$ cat src/rtl/data_mem_ctrl.sv
// Load/store unit between the pipeline and a single-port word RAM: aligns
// stores into byte lanes, extracts and extends loads, flags illegal accesses.
module data_mem_ctrl #(
  parameter int unsigned D_WIDTH = 32
) (
  input  logic               clk,
  input  logic               rst,
  input  logic               req_valid,
  output logic               req_ready,
  input  logic               req_we,
  input  logic [2:0]         req_funct3,
  input  logic [D_WIDTH-1:0] req_addr,
  input  logic [D_WIDTH-1:0] req_wdata,
  output logic [D_WIDTH-1:0] mem_addr,
  output logic               mem_re,
  output logic               mem_we,
  output logic [3:0]         mem_be,
  output logic [D_WIDTH-1:0] mem_wdata,
  input  logic [D_WIDTH-1:0] mem_rdata,
  output logic               resp_valid,
  output logic               resp_err,
  input  logic               resp_ready,
  output logic [D_WIDTH-1:0] resp_rdata
);

  typedef enum logic [2:0] {
    IDLE,
    STORE,
    LOAD_ADDR,
    LOAD_DATA,
    RESP
  } state_t;

  state_t state, state_nxt;

  logic               we_q;
  logic [2:0]         f3_q;
  logic [D_WIDTH-1:0] addr_q;
  logic [D_WIDTH-1:0] wdata_q;
  logic [D_WIDTH-1:0] rdata_q;
  logic               err_q;

  logic               illegal;
  logic [4:0]         lane_sh;
  logic [D_WIDTH-1:0] shifted;
  logic [D_WIDTH-1:0] load_ext;
  logic [3:0]         be_calc;

  assign lane_sh = {addr_q[1:0], 3'b000};

  always_comb begin
    illegal = 1'b0;
    case (req_funct3)
      3'b000, 3'b100: illegal = 1'b0;
      3'b001, 3'b101: illegal = req_addr[0];
      3'b010:         illegal = |req_addr[1:0];
      default:        illegal = 1'b1;
    endcase
  end

  always_ff @(posedge clk) begin
    if (rst) state <= IDLE;
    else     state <= state_nxt;
  end

  always_comb begin
    state_nxt = state;
    case (state)
      IDLE: begin
        if (req_valid) begin
          if (illegal)     state_nxt = RESP;
          else if (req_we) state_nxt = STORE;
          else             state_nxt = LOAD_ADDR;
        end
      end
      STORE:     state_nxt = RESP;
      LOAD_ADDR: state_nxt = LOAD_DATA;
      LOAD_DATA: state_nxt = RESP;
      RESP:      if (resp_ready) state_nxt = IDLE;
      default:   state_nxt = IDLE;
    endcase
  end

  always_comb begin
    shifted  = mem_rdata >> lane_sh;
    load_ext = shifted;
    case (f3_q)
      3'b000:  load_ext = {{(D_WIDTH-8){shifted[7]}}, shifted[7:0]};
      3'b001:  load_ext = {{(D_WIDTH-16){shifted[15]}}, shifted[15:0]};
      3'b100:  load_ext = {{(D_WIDTH-8){1'b0}}, shifted[7:0]};
      3'b101:  load_ext = {{(D_WIDTH-16){1'b0}}, shifted[15:0]};
      default: load_ext = shifted;
    endcase
  end

  // rdata_q is cleared on accept so error and store responses return zero.
  always_ff @(posedge clk) begin
    if (rst) begin
      we_q    <= 1'b0;
      f3_q    <= '0;
      addr_q  <= '0;
      wdata_q <= '0;
      rdata_q <= '0;
      err_q   <= 1'b0;
    end else begin
      if (state == IDLE && req_valid) begin
        we_q    <= req_we;
        f3_q    <= req_funct3;
        addr_q  <= req_addr;
        wdata_q <= req_wdata;
        rdata_q <= '0;
        err_q   <= illegal;
      end
      if (state == LOAD_DATA) rdata_q <= load_ext;
    end
  end

  always_comb begin
    case (f3_q[1:0])
      2'b00:   be_calc = 4'b0001 << addr_q[1:0];
      2'b01:   be_calc = 4'b0011 << addr_q[1:0];
      default: be_calc = 4'b1111;
    endcase
  end

  always_comb begin
    req_ready  = (state == IDLE);
    mem_re     = (state == LOAD_ADDR);
    mem_we     = (state == STORE) && we_q;
    mem_addr   = '0;
    mem_be     = '0;
    mem_wdata  = '0;
    resp_valid = (state == RESP);
    resp_err   = (state == RESP) && err_q;
    resp_rdata = (state == RESP) ? rdata_q : '0;
    if (state == STORE || state == LOAD_ADDR)
      mem_addr = {addr_q[D_WIDTH-1:2], 2'b00};
    if (state == STORE) begin
      mem_be    = be_calc;
      mem_wdata = wdata_q << lane_sh;
    end
  end

endmodule
$ cat config.mk
export PLATFORM = sky130hd
export DESIGN_NAME = data_mem_ctrl
export DESIGN_NICKNAME = d
export VERILOG_FILES = /design/src/rtl/data_mem_ctrl.sv
export SDC_FILE = /design/constraint.sdc
export NUM_CORES = 1
export LEC_CHECK = 0
export ABC_AREA = 1
export BUFFER_PORTS_ARGS = -buffer_cell sky130_fd_sc_hd__buf_4
export CAP_MARGIN = 25
export CORE_MARGIN = 2
export CORE_UTILIZATION = 29
export DETAILED_ROUTE_END_ITERATION = 8
export GPL_TIMING_DRIVEN = 0
export PLACE_DENSITY_LB_ADDON = 0.08
export SLEW_MARGIN = 10
export SYNTH_ARGS = -nofsm -noshare
export SYNTH_HDL_FRONTEND = slang
export SYNTH_SLANG_ARGS = --single-unit
export TNS_END_PERCENT = 20
$ cat constraint.sdc
create_clock -name clk -period 1.8 [get_ports clk]
set_input_delay 0.18 -clock clk [delete_from_list [all_inputs] [get_ports clk]]
set_output_delay 0.18 -clock clk [all_outputs]
set_load 0.005 [all_outputs]
==> run summary <==
The flow ran to the end, but the final reports show violations. The checks that failed: setup timing. The post-synthesis instance area came out at 5555 um2. For this design the top-level I/O count stands at 209. The startpoint identified for the worst register-to-register timing path is addr_q[1]. The pin count of the biggest net entering global routing came out at 20. The initial core utilization came out at 29.60%. The cell count after synthesis came out at 842.

The setup slack of the critical path after layout is -0.03593 ns. The overall die area came out at 20,280 um2. The ratio of routed vias to standard cells came out at 4.757. The maximum level of the CTS H-tree came out at 3. Synthesis inferred 104 register bits. The placed wire-length estimate is 15.38 mm. In this run the most critical hold path is launched from req_addr[30]. In this run the critical register-to-register path is captured at rdata_q[21]. Global routing used 19.84% of the available tracks across all layers. The proportion of layout cells with a drive suffix above 1 is 32.65%. For this block, the via count after detailed routing is 6,212. The post-synthesis area per instance is 6.598 um2. On the final layout, the worst clock skew is 0.01174 ns. The dominant cell type by area after synthesis is dfxtp_1. The die boundary height came out at 142.4 um. The synthesized design devotes to its leading area cell type 37.48% of total area. The number of failing hold endpoints at the final stage came to 0.

Counting the fill cells in the layout gives 2,066. The first detailed-routing pass ran for 5 iterations. The peak ir drop on the vdd network is 0.0006606 V.

The detail route stage leaves a number of antenna-violating nets equal to 0. The maximum root-to-sink buffer count came out at 2. The number of different library cells in the post-synthesis netlist is 29. Clock tree synthesis inserted a total of 9 buffers. The final weighted congestion of routability-driven global placement came out at 0.8843. The arrival time of data at the critical path endpoint is 1.66 ns. For the finished layout, the period the worst path requires is 1.836 ns. The path category of the worst min-delay check is in2reg. The remaining routing DRC violations came out at 0. The count of nets after finishing is 1,171. The filler-free cell count of the finished design came out at 1,306. The layout-stage area growth over the synthesis result came out at 48.13%. Setup repair after global routing could not meet its margin everywhere. The setup path with the least slack is of type reg2out. The path depth of the worst reg2reg path came out at 7. The number of antenna violations at the first check in global routing came to 0. The TritonCTS clock tree is yes. The number of sinks handled by clock tree synthesis came out at 104. The cell count of the worst hold path came out at 3. The period utilization is 102.0%. The area of the core region is 18,770 um2. The remaining global-route overflow came out at 0.

The part of the Yosys area used for sequential elements came out at 37.48%. The nature of the critical path startpoint is a register. The total number of yosys warnings came out at 0. In this run the worst path has a maximum fanout of 9. The endpoint required time on the critical path is 1.62 ns.

Cells fill 43.85% of the core in the end. By area the synthesized netlist is led by dfxtp_1 (37%), nand2_1 (12%), a21oi_1 (10%), inv_1 (6.5%), nor2_1 (5.9%). The highest attainable clock frequency came out at 0.5447 GHz.

The area of placed instances came out at 7391 um2. The tool flagged a number of max-cap violations equal to 0. The final non-filler cell area came out at 8229 um2. CTS placed an instance of clkbuf_16 at the clock tree root. The cell leakage power is 3.504 nW.

The total instance count after detailed placement is 1,282. The cell row count is 50. The first global-routing pass estimated 31.07 mm of wire. The max-slew violation count came out at 0. The die span in x is 142.4 um. For the pin with the worst max-slew slack, the measured transition is 0.6763 ns.

Clock-pin slew was measured on the worst setup and hold paths at 0.08 ns. 0 antenna diodes ended up in the layout. For hold timing, the worst endpoint is addr_q[30]. The relative slew slack came out at 54.92%. The via count of the first global-routing pass is 5,901. Hold repair after CTS inserted 0 buffers.

The slack of the worst reg-to-reg path came out at 0.18 ns. Summed over all layers, the routed wires come to 20.50 mm. The total negative slack for setup checks came out at -0.05205 ns. The detailed router finished its first iteration with 275 violations. The final setup violation count came out at 3.

The power per cell area is 1486 nW/um2. The detail-routed net length per standard cell is 15.70 um. The port buffer count came out at 205. The clock latency on the worst-skew pair came out at 0.36 ns.

STA classifies the critical path endpoint as a primary output.
## how the worst max path moves through the flow
stage          depth (start not counted)      start       endpoint  slack [ns]
2_1_floorplan                          5   state[0]  mem_wdata[23]        0.47
3_3_place_gp                           6  addr_q[1]   mem_wdata[6]       -0.11
3_5_place_dp                           6  addr_q[1]   mem_wdata[6]        -0.1
4_1_cts                                5  addr_q[0]  mem_wdata[17]       0.001
5_1_grt                                7   state[1]  mem_wdata[23]       -0.06
6_report                               7   state[1]  mem_wdata[23]       -0.04
## where the power goes
| part | internal [mW] | leakage [nW] | switching, mW |
|---|---|---|---|
| combinational | 2.68 | 2.48 | 4.02 |
| clock | 1.28 | 0.166 | 0.993 |
| sequential | 2.94 | 0.855 | 0.302 |
| total | 6.91 | 3.50 | 5.32 |
## critical path, stage by stage, from the launching register on
cell,delay [ns]
dfxtp_4,0.37
inv_4,0.08
nand3_4,0.10
inv_8,0.11
nand2_8,0.10
buf_8,0.15
o32ai_2,0.22
buf_4,0.16
## synthesized netlist by cell type
cell type,instances
inv_2,6
nor2_2,1
nor3_1,1
buf_4,11
clkinv_4,1
nor2_4,1
buf_2,22
nand2_1,178
nand2_4,2
nand3_2,4
buf_1,2
a21oi_1,112
buf_12,1
conb_1,1
nand3_4,2
inv_1,96
nand3_1,44
nor2_1,87
o21ai_1,41
o22ai_1,8
clkbuf_1,21
or2_1,2
o21ai_0,49
dfxtp_1,104
a21oi_2,10
o211ai_1,7
o32ai_1,8
nand2_2,13
buf_6,7
## metal layers
layer	share of wire, %	track usage (%)	vias up	wire length (um)
li1	-	-	3157	-
met1	45	25.51	2830	9169
met2	47	33.13	198	9702
met3	6.1	4.576	27	1246
met4	1.9	6.045	0	382
met5	0	0	-	0
## layout make-up
class                   count  area [um2]  area share (%)
flip-flops and latches    104        2096           25.47
clock inverters             6       97.59           1.186
multi-input cells         572        2909           35.35
well taps                 234       292.8           3.558
inverters                 103       411.6           5.002
plain buffers              62       514.2           6.249
repair buffers            215        1669           20.28
clock buffers              10       239.0           2.904
## cells in the final DEF (no fill, tap or decap), types with 4 or more instances in the layout
master,count
buf_6,22
inv_1,93
dfxtp_1,99
nand3_1,43
nand2_2,12
a21oi_1,112
o21ai_1,55
clkbuf_1,14
a21oi_2,10
buf_8,7
inv_2,5
o32ai_2,7
clkbuf_16,11
o211ai_1,7
nand3_4,4
buf_2,13
o22ai_1,7
nand2_1,177
o21ai_0,34
nor2_1,77
buf_4,214
nor2_4,9
## stage by stage
stage                     worst slack [ns]  power (mW)  hold WS [ns]
after CTS                         0.001100       11.80       0.06596
after global routing              -0.05706       13.09       0.08045
after global placement             -0.1086       8.934        0.4413
after floorplan                     0.4710       6.930        0.3443
final                             -0.03593       12.23       0.07623
after detailed placement          -0.09758       8.961        0.4459
## state kept, by name, summed over array words and instances, names as in the netlist
signal and flops:
addr_q 32, rdata_q 32, wdata_q 32, f3_q 3
state 3, err_q 1, we_q 1
## repair_timing
action                                  4_1_cts  5_1_grt
gates cloned                                  0        3
pin swaps                                     1        2
endpoints found under the hold margin         0        0
gates resized for setup                      74       61
endpoints found under the setup margin       96       68
buffers inserted                              4        3
## logic make-up after synthesis
| logic type | after synthesis | share of synthesized area, % |
|---|---|---|
| other | 1 | 0.06750 |
| buffers and inverters | 167 | 13.85 |
| DFF | 104 | 37.48 |
| and+or+nand+nor | 335 | 25.72 |
| AOI/OAI and AO/OA | 235 | 22.88 |
(Power assumes the default switching activity.)
